`src/rtl/mips_pkg.sv`:
```
// Shared definitions for the MIPS multiply/divide unit:
// op encodings, FSM state type and the default operand width.
package mips_pkg;

  localparam int unsigned XLEN = 32;

  localparam logic [1:0] OP_MULT  = 2'b00;
  localparam logic [1:0] OP_MULTU = 2'b01;
  localparam logic [1:0] OP_DIV   = 2'b10;
  localparam logic [1:0] OP_DIVU  = 2'b11;

  typedef enum logic [1:0] {
    S_IDLE = 2'b00,
    S_PREP = 2'b01,
    S_CALC = 2'b10,
    S_FIX  = 2'b11
  } md_state_e;

endpackage

```
`src/rtl/md_sign_fix.sv`:
```
// Conditional two's-complement fix-up of the unsigned engine result.
// Ports: acc_i (64-bit product or {rem,quo}), is_div_i, neg_res_i, neg_rem_i -> hi_o, lo_o.
module md_sign_fix #(
  parameter int W = 32
) (
  input  logic [2*W-1:0] acc_i,
  input  logic           is_div_i,
  input  logic           neg_res_i,
  input  logic           neg_rem_i,
  output logic [W-1:0]   hi_o,
  output logic [W-1:0]   lo_o
);

  logic [2*W-1:0] prod;
  logic [W-1:0]   quo;
  logic [W-1:0]   rem;

  assign prod = neg_res_i ? -acc_i : acc_i;
  assign quo  = neg_res_i ? -acc_i[W-1:0] : acc_i[W-1:0];
  // Remainder follows the dividend's sign.
  assign rem  = neg_rem_i ? -acc_i[2*W-1:W] : acc_i[2*W-1:W];

  assign hi_o = is_div_i ? rem : prod[2*W-1:W];
  assign lo_o = is_div_i ? quo : prod[W-1:0];

endmodule

```
`src/rtl/mult_div_unit.sv`:
```
// Iterative 32-step multiply/divide unit with architectural HI/LO.
// Ports: clk, rst_n, start/op/src_a/src_b launch, mthi_en/mtlo_en/wr_data
// MT writes; busy, done, div_by_zero status; hi, lo registers.
module mult_div_unit
  import mips_pkg::*;
#(
  parameter int WIDTH = XLEN
) (
  input  logic             clk,
  input  logic             rst_n,
  input  logic             start,
  input  logic [1:0]       op,
  input  logic [WIDTH-1:0] src_a,
  input  logic [WIDTH-1:0] src_b,
  input  logic             mthi_en,
  input  logic             mtlo_en,
  input  logic [WIDTH-1:0] wr_data,
  output logic             busy,
  output logic             done,
  output logic             div_by_zero,
  output logic [WIDTH-1:0] hi,
  output logic [WIDTH-1:0] lo
);

  localparam int CW = $clog2(WIDTH);

  md_state_e        state_q, state_d;
  logic [CW-1:0]    cnt_q, cnt_d;
  logic [2*WIDTH-1:0] acc_q, acc_d;
  logic [WIDTH-1:0] hi_q, hi_d;
  logic [WIDTH-1:0] lo_q, lo_d;
  logic             busy_q, busy_d;
  logic             done_q, done_d;
  logic             dbz_q, dbz_d;

  logic [1:0]       op_q;
  logic [WIDTH-1:0] a_q, b_q;
  logic             sa_q, sb_q;
  logic             accept;
  logic             sgn_op;

  logic             is_div;
  logic             b_zero;
  logic [WIDTH-1:0] a_abs, b_abs;
  logic [WIDTH:0]   mul_sum;
  logic [WIDTH:0]   div_sh, div_sub;
  logic             div_ge;
  logic [WIDTH-1:0] rem_n;
  logic [WIDTH-1:0] fix_hi, fix_lo;

  assign accept = (state_q == S_IDLE) && start;
  assign sgn_op = ~op[0];
  assign is_div = op_q[1];
  assign b_zero = (b_q == '0);

  // Sign flags are only set for signed ops, so abs is a no-op otherwise.
  assign a_abs = sa_q ? -a_q : a_q;
  assign b_abs = sb_q ? -b_q : b_q;

  // Shift-add step: multiplier in acc low half, product grows from the top.
  assign mul_sum = {1'b0, acc_q[2*WIDTH-1:WIDTH]}
                 + (acc_q[0] ? {1'b0, b_abs} : '0);

  // Restoring step: remainder in acc high half, dividend/quotient in low.
  assign div_sh  = {acc_q[2*WIDTH-1:WIDTH], acc_q[WIDTH-1]};
  assign div_ge  = div_sh >= {1'b0, b_abs};
  assign div_sub = div_sh - {1'b0, b_abs};
  assign rem_n   = div_ge ? div_sub[WIDTH-1:0] : div_sh[WIDTH-1:0];

  md_sign_fix #(.W(WIDTH)) u_fix (
    .acc_i     (acc_q),
    .is_div_i  (is_div),
    .neg_res_i (sa_q ^ sb_q),
    .neg_rem_i (sa_q),
    .hi_o      (fix_hi),
    .lo_o      (fix_lo)
  );

  always_comb begin
    state_d = state_q;
    cnt_d   = cnt_q;
    acc_d   = acc_q;
    hi_d    = hi_q;
    lo_d    = lo_q;
    busy_d  = busy_q;
    done_d  = 1'b0;
    dbz_d   = 1'b0;
    unique case (state_q)
      S_IDLE: begin
        if (start) begin
          state_d = S_PREP;
          busy_d  = 1'b1;
        end else begin
          if (mthi_en) hi_d = wr_data;
          if (mtlo_en) lo_d = wr_data;
        end
      end
      S_PREP: begin
        acc_d   = {{WIDTH{1'b0}}, a_abs};
        cnt_d   = CW'(WIDTH - 1);
        state_d = S_CALC;
      end
      S_CALC: begin
        if (is_div)
          acc_d = {rem_n, acc_q[WIDTH-2:0], div_ge};
        else
          acc_d = {mul_sum, acc_q[WIDTH-1:1]};
        if (cnt_q == '0) state_d = S_FIX;
        else cnt_d = cnt_q - 1'b1;
      end
      S_FIX: begin
        if (is_div && b_zero) begin
          hi_d = a_q;
          lo_d = '1;
        end else begin
          hi_d = fix_hi;
          lo_d = fix_lo;
        end
        done_d  = 1'b1;
        dbz_d   = is_div && b_zero;
        busy_d  = 1'b0;
        state_d = S_IDLE;
      end
      default: state_d = S_IDLE;
    endcase
  end

  always_ff @(posedge clk or negedge rst_n) begin
    if (!rst_n) begin
      state_q <= S_IDLE;
      cnt_q   <= '0;
      acc_q   <= '0;
      hi_q    <= '0;
      lo_q    <= '0;
      busy_q  <= 1'b0;
      done_q  <= 1'b0;
      dbz_q   <= 1'b0;
    end else begin
      state_q <= state_d;
      cnt_q   <= cnt_d;
      acc_q   <= acc_d;
      hi_q    <= hi_d;
      lo_q    <= lo_d;
      busy_q  <= busy_d;
      done_q  <= done_d;
      dbz_q   <= dbz_d;
    end
  end

  // Operand capture; the core may change rs/rt after the accepting edge.
  always_ff @(posedge clk or negedge rst_n) begin
    if (!rst_n) begin
      op_q <= OP_MULT;
      a_q  <= '0;
      b_q  <= '0;
      sa_q <= 1'b0;
      sb_q <= 1'b0;
    end else if (accept) begin
      op_q <= op;
      a_q  <= src_a;
      b_q  <= src_b;
      sa_q <= sgn_op & src_a[WIDTH-1];
      sb_q <= sgn_op & src_b[WIDTH-1];
    end
  end

  assign busy        = busy_q;
  assign done        = done_q;
  assign div_by_zero = dbz_q;
  assign hi          = hi_q;
  assign lo          = lo_q;

endmodule

```
`config.mk`:
```
export PLATFORM = sky130hd
export DESIGN_NAME = mult_div_unit
export DESIGN_NICKNAME = d
export VERILOG_FILES = /design/src/rtl/mips_pkg.sv /design/src/rtl/md_sign_fix.sv /design/src/rtl/mult_div_unit.sv
export SDC_FILE = /design/constraint.sdc
export NUM_CORES = 1
export LEC_CHECK = 0
export CELL_PAD_IN_SITES_DETAIL_PLACEMENT = 2
export CELL_PAD_IN_SITES_GLOBAL_PLACEMENT = 2
export CORE_UTILIZATION = 38
export DETAILED_ROUTE_END_ITERATION = 7
export MAX_ROUTING_LAYER = met4
export PLACE_DENSITY = 0.95
export SETUP_SLACK_MARGIN = 0.2
export SLEW_MARGIN = 20
export SYNTH_ARGS = -nofsm -noshare
export SYNTH_HDL_FRONTEND = slang
export SYNTH_SLANG_ARGS = --single-unit
```
`constraint.sdc`:
```
create_clock -name clk -period 10.7 [get_ports clk]
set_input_delay 1.605 -clock clk [delete_from_list [all_inputs] [get_ports clk]]
set_output_delay 1.605 -clock clk [all_outputs]
set_load 0.03 [all_outputs]
```
==> run metrics <==
unrepaired setup endpoints after global routing false; CP endpoint kind flop; outcome finished clean; final weighted congestion in routability-driven placement 0.992; top-area cell type share of the netlist area 32.4%; total wire length 73000 µm; buffers inserted during post-CTS setup optimization 0; post-synthesis cell type count 78; Hold-fix buffers, CTS 0; fin crit share 46.7%; number of flops mapped to enable cells by yosys 0; Layout Nets 2159; number of antenna violations at the first check in global routing 0; path type of the worst setup path reg2reg; synthesized cell area 15800 µm²; number of synthesized register bits 205; number of buffers created by CTS 28; total number of vias 16.2k; GRT Total Usage 35.4%; die outline width 206 µm; overall overflow remaining after global route 0; final routed DRC violation total 0; share of the yosys chip area belonging to registers 32.4%; global-route wire length before repair 112000 µm; longest individual stage delay on the worst path 0.61 ns; core area 40900 µm²; top cell type by total area after synthesis sky130_fd_sc_hd__dfrtp_1; count of endpoints failing setup in the final report 0; total of cells resized after clock tree synthesis 0; placement row count 74; cell breakdown of the critical path or4_1, nor3_1, nand2_1, o41ai_1, xor2_1, ha_1, and3_1, and2_1, nand2_1, o211ai_1, a31oi_1, o31a_1, buf_4, mux2_2, a21oi_1, o2bb2ai_1; fraction of registers with async set/reset 100%; number of placed I/O pins 170; Port Buf Inserts 169; worst r2r path cells 16; DR pass1 iterations 5; post-layout min period 5.00 ns; cell count after synthesis 1873; top post-synthesis cells by area sky130_fd_sc_hd__dfrtp_1, sky130_fd_sc_hd__xnor2_1, sky130_fd_sc_hd__ha_1; die footprint 42400 µm²; clock transition time at the flip-flop clock pins of the worst setup and hold paths 0.05 ns; total nets after synthesis 2052; yosys synthesis warning count 0; cell type with the highest occurrence count on the critical path sky130_fd_sc_hd__nand2_1; maximum number of pins on one net before global-route repair 84; DRC violation total after the first TritonRoute iteration 1345; maximum buffer depth of the clock tree 3; largest fanout of any net on the critical path 42; Total Negative Setup Slacks 0 ns; CP required 11.12 ns; buffer cell driving the clock tree root sky130_fd_sc_hd__clkbuf_16; maximum clock rate 200 MHz; class of the worst hold path reg2reg; most instantiated flip-flop cell in the synthesis netlist sky130_fd_sc_hd__dfrtp_1; fraction of layout instances using a drive strength above 1 8.89%; Max Clock Skew 0.0338 ns; Data arrival, critical path 5.42 ns; Slew headroom 25.2%; worst-path cell with the longest stage delay sky130_fd_sc_hd__or4_1; via count of the first global-routing pass 17.9k; syn_area_per_cell 8.44 µm²; total half-perimeter wirelength after legalization and detailed placement 50400 µm; starting density of the core 38.6%; max cap viols 0; height of the die 206 µm; launching element type of the critical path flop; number of clock sinks 205; # H-tree levels 1; number of nets with antenna violations after routing 0; total count of max-transition violations in the final report 0; average wire length per cell after detail routing 28.8 µm; layout overhead on the synthesized area 19.4%; routed vias/inst 6.40; count of final hold-check violations 0; TritonCTS clock tree done; clk_lat worst skew 0.60 ns; Core Util, Final 46.1%; Worst Tran Pin Value 1.11 ns; hold-critical path depth 1
sequential cells by signal (all words and copies together), names as in the netlist:
name         cells
a_q             32
acc_q           64
b_q             32
busy             1
cnt_q            5
div_by_zero      1
done             1
hi              32
lo              32
op_q             1
sa_q             1
sb_q             1
state_q          2
per-layer routing:
layer  up-vias  global-route usage, %  part of all wire, %
met5         -                      -                    0
met1      8305                   41.4                   40
li1       6999                      -                    -
met3       245                   5.08                  5.3
met4         0                   15.3                  4.8
met2       681                   60.3                   49
cells in the mapped netlist, drive strengths merged, types with 11 or more instances:
cell    instances
xor2           67
nand3          28
nor2          151
a31oi          13
nand4          20
o22ai          32
mux2           73
a21o           33
nor3           18
ha             74
dfrtp         205
buf            23
nor2b          11
o21ai         169
or4            18
a21oi         172
o31ai          24
nor4           15
clkbuf         88
o41ai          22
o211ai         63
inv            66
or3            17
o21bai         13
nand2b         14
xnor2         115
mux2i          21
nand2         181
and3           27
worst max-delay path, delay by kind of cell, from the launching register on:
family                     cells  cell delay [ns]
muxes                          1             0.42
DFF                            1             0.41
buffers and inverters          1             0.45
xor gates and xnor gates       1             0.26
and+or+nand+nor                6             1.63
AOI/OAI and AO/OA              6             1.30
adders and majority gates      1             0.35
cell families after synthesis:
family	after synthesis	share of synthesized area, %
DFF	205	32.4
AOI/OAI and AO/OA	618	24.8
muxes	94	6.53
buffers and inverters	179	4.30
xor gates and xnor gates	182	10.1
adders and majority gates	76	6.11
and+or+nand+nor	519	15.7
through the flow:
step,instances,hold WS [ns],setup WS (ns),instance area (µm²)
after floorplan,1873,0.437,6.55,15800
after global placement,2482,0.456,6.06,17900
after detailed placement,2482,0.483,5.64,17900
after CTS,2534,0.481,5.70,18900
after global routing,2534,0.520,5.41,18900
final,2535,0.480,5.70,18900
area by class of cell:
class | instances | area [µm²]
well taps | 532 | 666
multi-input cells | 1489 | 10000
diodes | 1 | 2.50
repair buffers | 188 | 1840
inverters | 68 | 255
clock buffers | 42 | 813
flip-flops and latches | 205 | 5130
clock inverters | 10 | 139
fillers | 4437 | 22000
final timing paths:
| path | from | end | slack [ns] |
|---|---|---|---|
| min in group asynchronous | rst_n | hi[8]$_DFFE_PN0P_ | 1.05 |
| hold reg to reg | cnt_q[0]$_DFFE_PN0P_ | cnt_q[0]$_DFFE_PN0P_ | 0.48 |
| setup reg to reg | b_q[11]$_DFFE_PN0P_ | acc_q[35]$_DFFE_PN0P_ | 5.70 |
| setup / recovery | b_q[11]$_DFFE_PN0P_ | acc_q[35]$_DFFE_PN0P_ | 5.70 |
| hold / removal | cnt_q[0]$_DFFE_PN0P_ | cnt_q[0]$_DFFE_PN0P_ | 0.48 |
| max in group asynchronous | rst_n | hi[31]$_DFFE_PN0P_ | 8.33 |
layout by cell type (no fill, tap or decap), types with 6 or more instances in the layout:
cell	n
sky130_fd_sc_hd__a211oi_1	9
sky130_fd_sc_hd__a21o_1	33
sky130_fd_sc_hd__a21oi_1	168
sky130_fd_sc_hd__a31oi_1	13
sky130_fd_sc_hd__and2_1	6
sky130_fd_sc_hd__and3_1	27
sky130_fd_sc_hd__buf_4	18
sky130_fd_sc_hd__clkbuf_1	8
sky130_fd_sc_hd__clkbuf_16	28
sky130_fd_sc_hd__clkbuf_8	7
sky130_fd_sc_hd__clkdlybuf4s50_1	168
sky130_fd_sc_hd__dfrtp_1	204
sky130_fd_sc_hd__ha_1	72
sky130_fd_sc_hd__inv_1	66
sky130_fd_sc_hd__mux2_2	72
sky130_fd_sc_hd__mux2i_1	21
sky130_fd_sc_hd__nand2_1	179
sky130_fd_sc_hd__nand2b_1	13
sky130_fd_sc_hd__nand3_1	28
sky130_fd_sc_hd__nand4_1	20
sky130_fd_sc_hd__nor2_1	150
sky130_fd_sc_hd__nor2b_1	11
sky130_fd_sc_hd__nor3_1	16
sky130_fd_sc_hd__nor4_1	13
sky130_fd_sc_hd__o211ai_1	63
sky130_fd_sc_hd__o21a_1	10
sky130_fd_sc_hd__o21ai_0	126
sky130_fd_sc_hd__o21ai_1	43
sky130_fd_sc_hd__o21bai_1	13
sky130_fd_sc_hd__o221ai_1	9
sky130_fd_sc_hd__o22ai_1	32
sky130_fd_sc_hd__o31ai_1	23
sky130_fd_sc_hd__o41ai_1	13
sky130_fd_sc_hd__o41ai_2	9
sky130_fd_sc_hd__or2_2	6
sky130_fd_sc_hd__or3_1	15
sky130_fd_sc_hd__or4_1	14
sky130_fd_sc_hd__xnor2_1	115
sky130_fd_sc_hd__xor2_1	67
Power is left out: the tool's default activity adds up to more than one toggle a clock period on the data nets, which glitch-free logic cannot reach.
